===== src/rtl/del_pkg.sv =====
// Shared types and constants for the delay-line read engine.
package del_pkg;

    // Read sequence: accept strobe, issue RAM read, wait for data, present output.
    typedef enum logic [1:0] {
        StIdle,
        StRd,
        StWait,
        StOut
    } del_rd_state_t;

    // Cycles from an accepted strobe to the matching vld_o pulse.
    localparam int unsigned DEL_RD_LAT = 3;

endpackage


===== src/rtl/dly_ramp.sv =====
// Slew limiter for the read delay: moves the current delay toward the target by at
// most DLY_STEP per accepted strobe, never overshooting, and treats a target of 0 as 1.
module dly_ramp
    import del_pkg::*;
#(
    parameter int unsigned ADDR_WIDTH = 10,
    parameter int unsigned DLY_STEP   = 1
) (
    input  logic                  clk,
    input  logic                  rst,
    input  logic                  step,
    input  logic [ADDR_WIDTH-1:0] tgt,
    output logic [ADDR_WIDTH-1:0] cur
);

    localparam int unsigned MaxDly   = (2 ** ADDR_WIDTH) - 1;
    // A step wider than the delay range behaves like an immediate jump.
    localparam int unsigned StepClip = (DLY_STEP > MaxDly) ? MaxDly : DLY_STEP;
    localparam logic [ADDR_WIDTH-1:0] Step   = ADDR_WIDTH'(StepClip);
    localparam logic [ADDR_WIDTH-1:0] DlyOne = ADDR_WIDTH'(1);

    logic [ADDR_WIDTH-1:0] tgt_eff;
    logic [ADDR_WIDTH-1:0] gap;
    logic [ADDR_WIDTH-1:0] delta;
    logic [ADDR_WIDTH-1:0] cur_q;
    logic [ADDR_WIDTH-1:0] cur_d;

    // Next delay: close the gap to the clamped target by at most one step.
    always_comb begin
        tgt_eff = (tgt == '0) ? DlyOne : tgt;
        gap     = '0;
        delta   = '0;
        cur_d   = cur_q;
        if (step) begin
            if (cur_q < tgt_eff) begin
                gap   = tgt_eff - cur_q;
                delta = (gap > Step) ? Step : gap;
                cur_d = cur_q + delta;
            end else if (cur_q > tgt_eff) begin
                gap   = cur_q - tgt_eff;
                delta = (gap > Step) ? Step : gap;
                cur_d = cur_q - delta;
            end
        end
    end

    // Current delay register; restarts at the minimum delay of one sample.
    always_ff @(posedge clk) begin
        if (rst) begin
            cur_q <= DlyOne;
        end else begin
            cur_q <= cur_d;
        end
    end

    assign cur = cur_q;

endmodule


===== src/rtl/del_rd.sv =====
// Read-side engine of the circular delay buffer: for each accepted strobe, reads the
// sample written cur_dly strobes earlier and presents it to the wet-path mixer.
module del_rd
    import del_pkg::*;
#(
    parameter int unsigned DATA_WIDTH = 16,
    parameter int unsigned ADDR_WIDTH = 10,
    parameter int unsigned DLY_STEP   = 1
) (
    input  logic                  clk,
    input  logic                  rst,
    input  logic                  en,
    input  logic                  vld_i,
    input  logic [ADDR_WIDTH-1:0] wr_ptr_i,
    input  logic [ADDR_WIDTH-1:0] dly_i,
    output logic                  mem_rd_o,
    output logic [ADDR_WIDTH-1:0] mem_addr_o,
    input  logic [DATA_WIDTH-1:0] mem_data_i,
    output logic [DATA_WIDTH-1:0] data_o,
    output logic                  vld_o,
    output logic [ADDR_WIDTH-1:0] dly_o,
    output logic                  busy_o,
    output logic                  ovf_o
);

    localparam logic [ADDR_WIDTH:0] FillOne = (ADDR_WIDTH + 1)'(1);

    del_rd_state_t state_q, state_d;

    logic                  accept;
    logic                  drop;
    logic [ADDR_WIDTH-1:0] cur_dly;
    logic [ADDR_WIDTH-1:0] rd_addr;
    logic [ADDR_WIDTH-1:0] wr_ptr_q, wr_ptr_d;
    logic [ADDR_WIDTH-1:0] mem_addr_q, mem_addr_d;
    logic [ADDR_WIDTH:0]   fill_q, fill_d;
    logic                  fill_hit;
    logic [DATA_WIDTH-1:0] data_q, data_d;
    logic                  ovf_q, ovf_d;

    assign accept = en & vld_i & (state_q == StIdle);
    assign drop   = en & vld_i & (state_q != StIdle);

    dly_ramp #(
        .ADDR_WIDTH (ADDR_WIDTH),
        .DLY_STEP   (DLY_STEP)
    ) u_dly_ramp (
        .clk  (clk),
        .rst  (rst),
        .step (accept),
        .tgt  (dly_i),
        .cur  (cur_dly)
    );

    // Natural ADDR_WIDTH-bit wrap gives the circular-buffer address.
    assign rd_addr = wr_ptr_q - cur_dly;

    // A location is valid only once more strobes have been accepted than the delay.
    assign fill_hit = (fill_q > {1'b0, cur_dly});

    // Sequence FSM: only the exit from idle is conditional.
    always_comb begin
        state_d = state_q;
        unique case (state_q)
            StIdle:  if (accept) state_d = StRd;
            StRd:    state_d = StWait;
            StWait:  state_d = StOut;
            StOut:   state_d = StIdle;
            default: state_d = StIdle;
        endcase
    end

    // Datapath next-state: pointer latch, address hold, fill count, output data, overflow.
    always_comb begin
        wr_ptr_d   = accept ? wr_ptr_i : wr_ptr_q;
        mem_addr_d = (state_q == StRd) ? rd_addr : mem_addr_q;
        fill_d     = fill_q;
        if (accept && !fill_q[ADDR_WIDTH]) begin
            fill_d = fill_q + FillOne;
        end
        data_d = data_q;
        if (state_q == StWait) begin
            data_d = fill_hit ? mem_data_i : '0;
        end
        ovf_d = ovf_q | drop;
    end

    // State and datapath registers; reset abandons any in-flight read.
    always_ff @(posedge clk) begin
        if (rst) begin
            state_q    <= StIdle;
            wr_ptr_q   <= '0;
            mem_addr_q <= '0;
            fill_q     <= '0;
            data_q     <= '0;
            ovf_q      <= 1'b0;
        end else begin
            state_q    <= state_d;
            wr_ptr_q   <= wr_ptr_d;
            mem_addr_q <= mem_addr_d;
            fill_q     <= fill_d;
            data_q     <= data_d;
            ovf_q      <= ovf_d;
        end
    end

    // Outputs decoded from the state register so they clear with it on reset.
    always_comb begin
        mem_rd_o   = (state_q == StRd);
        mem_addr_o = (state_q == StRd) ? rd_addr : mem_addr_q;
        vld_o      = (state_q == StOut);
        busy_o     = (state_q != StIdle);
        data_o     = data_q;
        dly_o      = cur_dly;
        ovf_o      = ovf_q;
    end

endmodule


===== config.mk =====
export PLATFORM = sky130hd
export DESIGN_NAME = del_rd
export DESIGN_NICKNAME = d
export VERILOG_FILES = /design/src/rtl/del_pkg.sv /design/src/rtl/dly_ramp.sv /design/src/rtl/del_rd.sv
export SDC_FILE = /design/constraint.sdc
export NUM_CORES = 1
export LEC_CHECK = 0
export ABC_CLOCK_PERIOD_IN_PS = 6540
export CORE_ASPECT_RATIO = 1.2
export CORE_UTILIZATION = 55
export CTS_BUF_LIST = sky130_fd_sc_hd__clkbuf_8
export DETAILED_ROUTE_END_ITERATION = 10
export PLACE_DENSITY = 0.83
export SYNTH_ARGS = -nofsm -noshare
export SYNTH_HDL_FRONTEND = slang
export SYNTH_SLANG_ARGS = --single-unit
export TNS_END_PERCENT = 100

===== constraint.sdc =====
create_clock -name clk -period 6.54 [get_ports clk]
set_input_delay 1.308 -clock clk [delete_from_list [all_inputs] [get_ports clk]]
set_output_delay 1.308 -clock clk [all_outputs]
set_load 0.01 [all_outputs]

=== Word level (Yosys, flattened, before mapping) ===
Index checks and enable logic that the tools add are counted.

* Reduce and logical (&&, ||, !) cells: 7
* Order comparisons: 5
* Bitwise gates (word level): 4
* Equal/unequal tests: 4
* Add/subtract/negate cells: 6
* Multiplexer cells: 9

{| class="wikitable"
|+ Operator list
! operator !! count
|-
| two-way mux 10 bit || 6
|-
| subtractor 10 bit || 4
|-
| greater-than comparator 10 x 1 -> 1 bit, second input constant || 2
|-
| two-way mux 16 bit || 1
|-
| adder 11 x 1 -> 11 bit, second input constant || 1
|-
| greater-than comparator 11 x 10 -> 1 bit || 1
|-
| adder 10 bit || 1
|-
| greater-than comparator 10 bit || 1
|-
| logical NOT 10 bit || 1
|-
| < comparator 10 bit || 1
|-
| case mux 2 bit (4 select lines) || 1
|-
| equality test 2 bit, second input constant || 2
|-
| nonzero test 2 bit || 2
|-
| bitwise AND 1 bit || 3
|-
| equality test 2 x 1 -> 1 bit, second input constant || 1
|-
| logical NOT 2 bit || 1
|-
| two-way mux 2 bit || 1
|-
| inequality test 2 bit, second input constant || 1
|-
| AND reduction 2 bit || 1
|-
| logical AND 1 bit || 1
|-
| logical NOT 1 bit || 1
|-
| bitwise OR 1 bit || 1
|}

* Bits in registers: 60
* Output and inout bits: 40
* Logic and storage cells: 42

=== Longest topological paths before layout ===
* Word-level depth: 8
* Mapped depth: 22
* Gate-level depth less buffers: 22

=== Hierarchy ===
Synthesis repeated with hierarchy kept, for this count alone.

* Cell total of the unflattened synthesis: 545
* Area total of the unflattened synthesis: 4470.5 µm²

{| class="wikitable"
|+ Modules (own cells, without submodules)
! module !! instances !! cells an instance !! area an instance (µm²)
|-
| del_rd || 1 || 289 || 2577.5
|-
| dly_ramp || 1 || 256 || 1893.1
|}

=== Worst setup path before layout ===
OpenSTA, ideal clock, no wires.

* Path type: input-to-reg
* Start: input dly_i[8]
* End: register u_dly_ramp.cur_q[8] (netlist: u_dly_ramp.cur[8])
* Data required time: 6466 ps
* Stages: 21
* Data arrival time: 5051 ps
* Path slack: 1414 ps
* Buffers on the path: 0
* Path through: nor3_1 > a41o_1 > inv_1 > ha_1 > fa_1 > nand2b_1 > a21oi_1 > mux2i_1 > nand4b_1 > nor4_2 > nand2_1 > o21a_1 > ha_1 > inv_1 > fa_1 > a21o_1 > a21oi_1 > o21bai_1 > a2111oi_0 > or4_1 > a31oi_1

* Longest elaborated chain between the ends: 8
* Elaborated cells between the ends (all ways): 16
* Those cells by class: 4 x add/sub; 4 x order compare; 5 x mux; 3 x reduce/logical

{| class="wikitable"
|+ RTL lines
! what !! RTL line !! RTL
|-
| start, declared || del_rd.sv:15 || <nowiki>input logic [ADDR_WIDTH-1:0] dly_i,</nowiki>
|-
| logical NOT 10 bit || dly_ramp.sv:30 || <nowiki>tgt_eff = (tgt == '0) ? DlyOne : tgt;</nowiki>
|-
| two-way mux 10 bit * || dly_ramp.sv:30 ||
|-
| subtractor 10 bit || dly_ramp.sv:40 || <nowiki>gap = cur_q - tgt_eff;</nowiki>
|-
| greater-than comparator 10 x 1 -> 1 bit || dly_ramp.sv:41 || <nowiki>delta = (gap > Step) ? Step : gap;</nowiki>
|-
| two-way mux 10 bit || dly_ramp.sv:41 ||
|-
| subtractor 10 bit || dly_ramp.sv:42 || <nowiki>cur_d = cur_q - delta;</nowiki>
|-
| two-way mux 10 bit || dly_ramp.sv:39 || <nowiki>end else if (cur_q > tgt_eff) begin</nowiki>
|-
| two-way mux 10 bit || dly_ramp.sv:35 || <nowiki>if (cur_q < tgt_eff) begin</nowiki>
|-
| end signal, assigned || dly_ramp.sv:50 || <nowiki>cur_q <= DlyOne;</nowiki>
|-
| end signal, assigned || dly_ramp.sv:52 || <nowiki>cur_q <= cur_d;</nowiki>
|-
| end, declared || dly_ramp.sv:25 || <nowiki>logic [ADDR_WIDTH-1:0] cur_q;</nowiki>
|}

Every way passes the cells marked *; elsewhere a longest branch is shown, timed or not. The select of a mux whose other input is x is not followed.
A chain may end at the register's enable or synchronous reset.

=== Worst setup path after layout ===
* Start: input dly_i[8]
* End: register u_dly_ramp.cur_q[9] (netlist: u_dly_ramp.cur[9])

The elaborated chain is that of the path after synthesis.

==> summary.txt <==
Logic synthesis
  – YS warnings: 0
  – Post-synthesis async set-or-reset flop share: 0%
  – Synthesized cell area: approximately 0.0045 sq mm
  – Synthesized Nets: a little under 700
  – FF+latch count, synth: 60
  – Post-synth EDFFs: 0
  – Cells after synthesis: 588
  – Sequential share of the synthesized area: 26.4%
  – Synth Flop Type: dfxtp_1
  – Synth Area per Inst: between 7 and 8 sq um
  – Distinct cells, synth: 61

Global route
  – First-pass GRT wire length: 19,200 um
  – Largest net degree at the start of global routing: 48
  – GRT Util Overall: 28.4%
  – GR Overflow Total: 0
  – Vias in the first global route: 4,162
  – Initial antenna violation count: 0

Final layout
  – Commonest non-fill, non-tap cell in the layout: clkdlybuf4s50_1
  – Antenna Cells: 0
  – Nets: between 700 and 800
  – FILL cells: 675
  – Commonest non-fill, non-tap cells in the layout: 79 x clkdlybuf4s50_1, 67 x nand2_1, 60 x dfxtp_1
  – Layout area overhead: 20.9%
  – Share of cells above drive strength 1: 3.99%

Floorplan
  – Die Height: 102 um
  – Starting Density: 58.0%
  – Ports: 80
  – Placement Rows: 35
  – CORE AREA: 0.00784 sq mm
  – Die X: between 80 and 90 um
  – DIE AREA: 0.00863 sq mm

Setup path
  – RR Endpoint: u_dly_ramp.cur[9]$_SDFFE_PP0P_
  – CP max FO: 7
  – R2r worst-path depth: 16
  – CP Launch Type: input pin
  – Worst path required time: 6.74 ns
  – RR Startpoint: u_dly_ramp.cur[1]$_SDFFE_PP0P_
  – Critical path endpoint category: register
  – FF-to-FF setup slack: 1.81 ns
  – Setup CP Type: input pin to register
  – Data arrival, critical path: between 6 and 7 ns

Clock tree
  – CTS buffer count: 9
  – H-tree depth: 3
  – Setup repair bufs after CTS: 0
  – # clock sinks: 60
  – Root Driver: clkbuf_8
  – CTS tree: yes
  – Post-CTS sizing: 0
  – Hold-fix buffers, CTS: 0
  – Clock latency at the later pin of the worst-skew pair: 0.35 ns
  – CTS clk-pin slew, worst paths: 0.06 ns
  – Clock buffer depth: 2

Pwr
  – Worst VDD drop: 0.254 mV
  – Pwr/cell area: approximately 340 mW/mm^2
  – Lkg Pwr: between 2 and 2.5 nW

Detailed routing
  – DR vias/cell: 5.85
  – Via count: about 4.3k
  – WL per Instance: 16.0 um
  – Initial DRC Count: 210
  – Final wirelength: ~12,000 um
  – Post-route DRC: 0
  – ANT nets after route: 0
  – Drt first pass iters: 7

Hold path
  – Hold WC Path Type: register to register
  – Hold path start: wr_ptr_q[7]$_SDFFE_PP0P_
  – WHS Endpoint: wr_ptr_q[7]$_SDFFE_PP0P_
  – Hold Path Cell Cnt: 2

Outcome
  – Outcome: completed

Timing
  – Final worst setup slack: between 0.5 and 0.6 ns
  – Final setup TNS: 0 ns
  – Setup violators final: 0
  – Final critical-path share of the clock period: 91.2%
  – Slew @ Worst Pin: 1.27 ns
  – Final Hold Fails: 0
  – Slew Viols, Final: 0
  – Final Critical Period: 5.96 ns
  – Clock Skew: 0.0135 ns
  – Max Clk Rate: ~170 MHz
  – Setup repair after global routing missed its margin: false
  – Rel. slew slack: ~16%

Placed design
  – Worst slack, placed: roughly 0.31 ns
  – DP HPWL: between 9000 and 10,000 um
  – Gpl congestion: 0.916
  – IO Port Bufs: 79

Flow run
  – Max_cap viols: 0
==> per-stage QoR <==
| step | hold WS, ns | area [sq um] | utilization [%] | power (mW) | instances |
|---|---|---|---|---|---|
| after global routing | 0.481 | 5490 | 70.1 | 2.00 | 743 |
| after CTS | 0.465 | 5490 | 70.1 | 1.86 | 743 |
| after global placement | 0.451 | 5330 | 67.9 | 1.54 | 727 |
| final | 0.470 | 5490 | 70.1 | 1.86 | 743 |
| after floorplan | 0.436 | 4550 | - | 1.21 | 588 |
| after detailed placement | 0.456 | 5330 | 67.9 | 1.56 | 727 |
==> power by group <==
group / leakage (nW) / switching [mW] / internal, mW
combinational: 1.66 / 0.593 / 0.483
clock: 0.0930 / 0.151 / 0.144
sequential: 0.487 / 0.0638 / 0.430
==> worst max-delay path, stage by stage <==
cell and delay (ns):
clkdlybuf4s50_1 0.44, nor3_1 0.27, a41o_1 0.25, inv_1 0.05, ha_1 0.19, fa_1 0.40
nand2b_1 0.17, a21oi_1 0.23, mux2i_1 0.22, nand4b_1 0.15, nor4_2 0.54, nand2_1 0.11
o21a_1 0.13, ha_1 0.19, nor2b_1 0.17, o211ai_1 0.14, a31o_2 0.28, o21a_1 0.24
nor2b_1 0.16, a311oi_1 0.35, o2111ai_1 0.17
==> layer usage <==
layer / routed length [um] / vias to the layer above / global-route usage (%)
met5: 0 / - / 0
met4: 380 / 0 / 13.2
met3: 431 / 28 / 3.91
met2: 5920 / 118 / 51.6
met1: 5150 / 2033 / 33.2
li1: - / 2165 / -
==> cells by family (layout without fill, tap and decap cells) <==
group	Yosys count	after routing	share of synthesized area, %
adder cells (fa/ha/maj)	58	58	16.6
AND/OR/NAND/NOR	235	235	25.0
multiplexers	7	7	1.57
buffers and inverters	71	134	6.25
other	1	1	0.0825
flip-flops	60	60	26.4
AO/OA/AOI/OAI	131	131	19.2
XOR/XNOR	25	25	4.82
==> cell usage after synthesis, types with 16 or more instances <==
library cell / n / area [sq um]
o211ai_1: 18 / 135
ha_1: 54 / 676
nand2b_1: 16 / 100
dfxtp_1: 60 / 1200
a21oi_1: 37 / 185
nand2_1: 67 / 251
nand3_1: 39 / 195
clkbuf_1: 26 / 97.6
o21ai_0: 21 / 105
nor2_1: 53 / 199
inv_1: 37 / 139
==> state kept, by name, summed over array words and instances (netlist names) <==
signal and flops:
state_q 2, data_o 16, fill_q 11, u_dly_ramp.cur 10, ovf_o 1, wr_ptr_q 10, mem_addr_q 10
==> area by class of cell <==
cell class	count	area, sq um	area share (%)
Clock buffer	10	138	2.51
Clock inverter	6	31.3	0.569
Multi-Input combinational cell	457	3060	55.8
Tap cell	92	115	2.10
Timing Repair Buffer	81	806	14.7
Inverter	37	139	2.53
Sequential cell	60	1200	21.9
==> worst max-delay path by stage <==
| stage | start | end | slack [ns] | depth (start not counted) |
|---|---|---|---|---|
| 2_1_floorplan | dly_i[8] | u_dly_ramp.cur[8]$_SDFFE_PP0P_ | 1.41 | 21 |
| 3_3_place_gp | dly_i[8] | u_dly_ramp.cur[8]$_SDFFE_PP0P_ | 0.59 | 22 |
| 3_5_place_dp | dly_i[8] | u_dly_ramp.cur[9]$_SDFFE_PP0P_ | 0.31 | 21 |
| 4_1_cts | dly_i[8] | u_dly_ramp.cur[9]$_SDFFE_PP0P_ | 0.66 | 21 |
| 5_1_grt | dly_i[8] | u_dly_ramp.cur[9]$_SDFFE_PP0P_ | 0.33 | 21 |
| 6_report | dly_i[8] | u_dly_ramp.cur[9]$_SDFFE_PP0P_ | 0.58 | 21 |
Note: power is estimated with default switching activity, not from simulation.
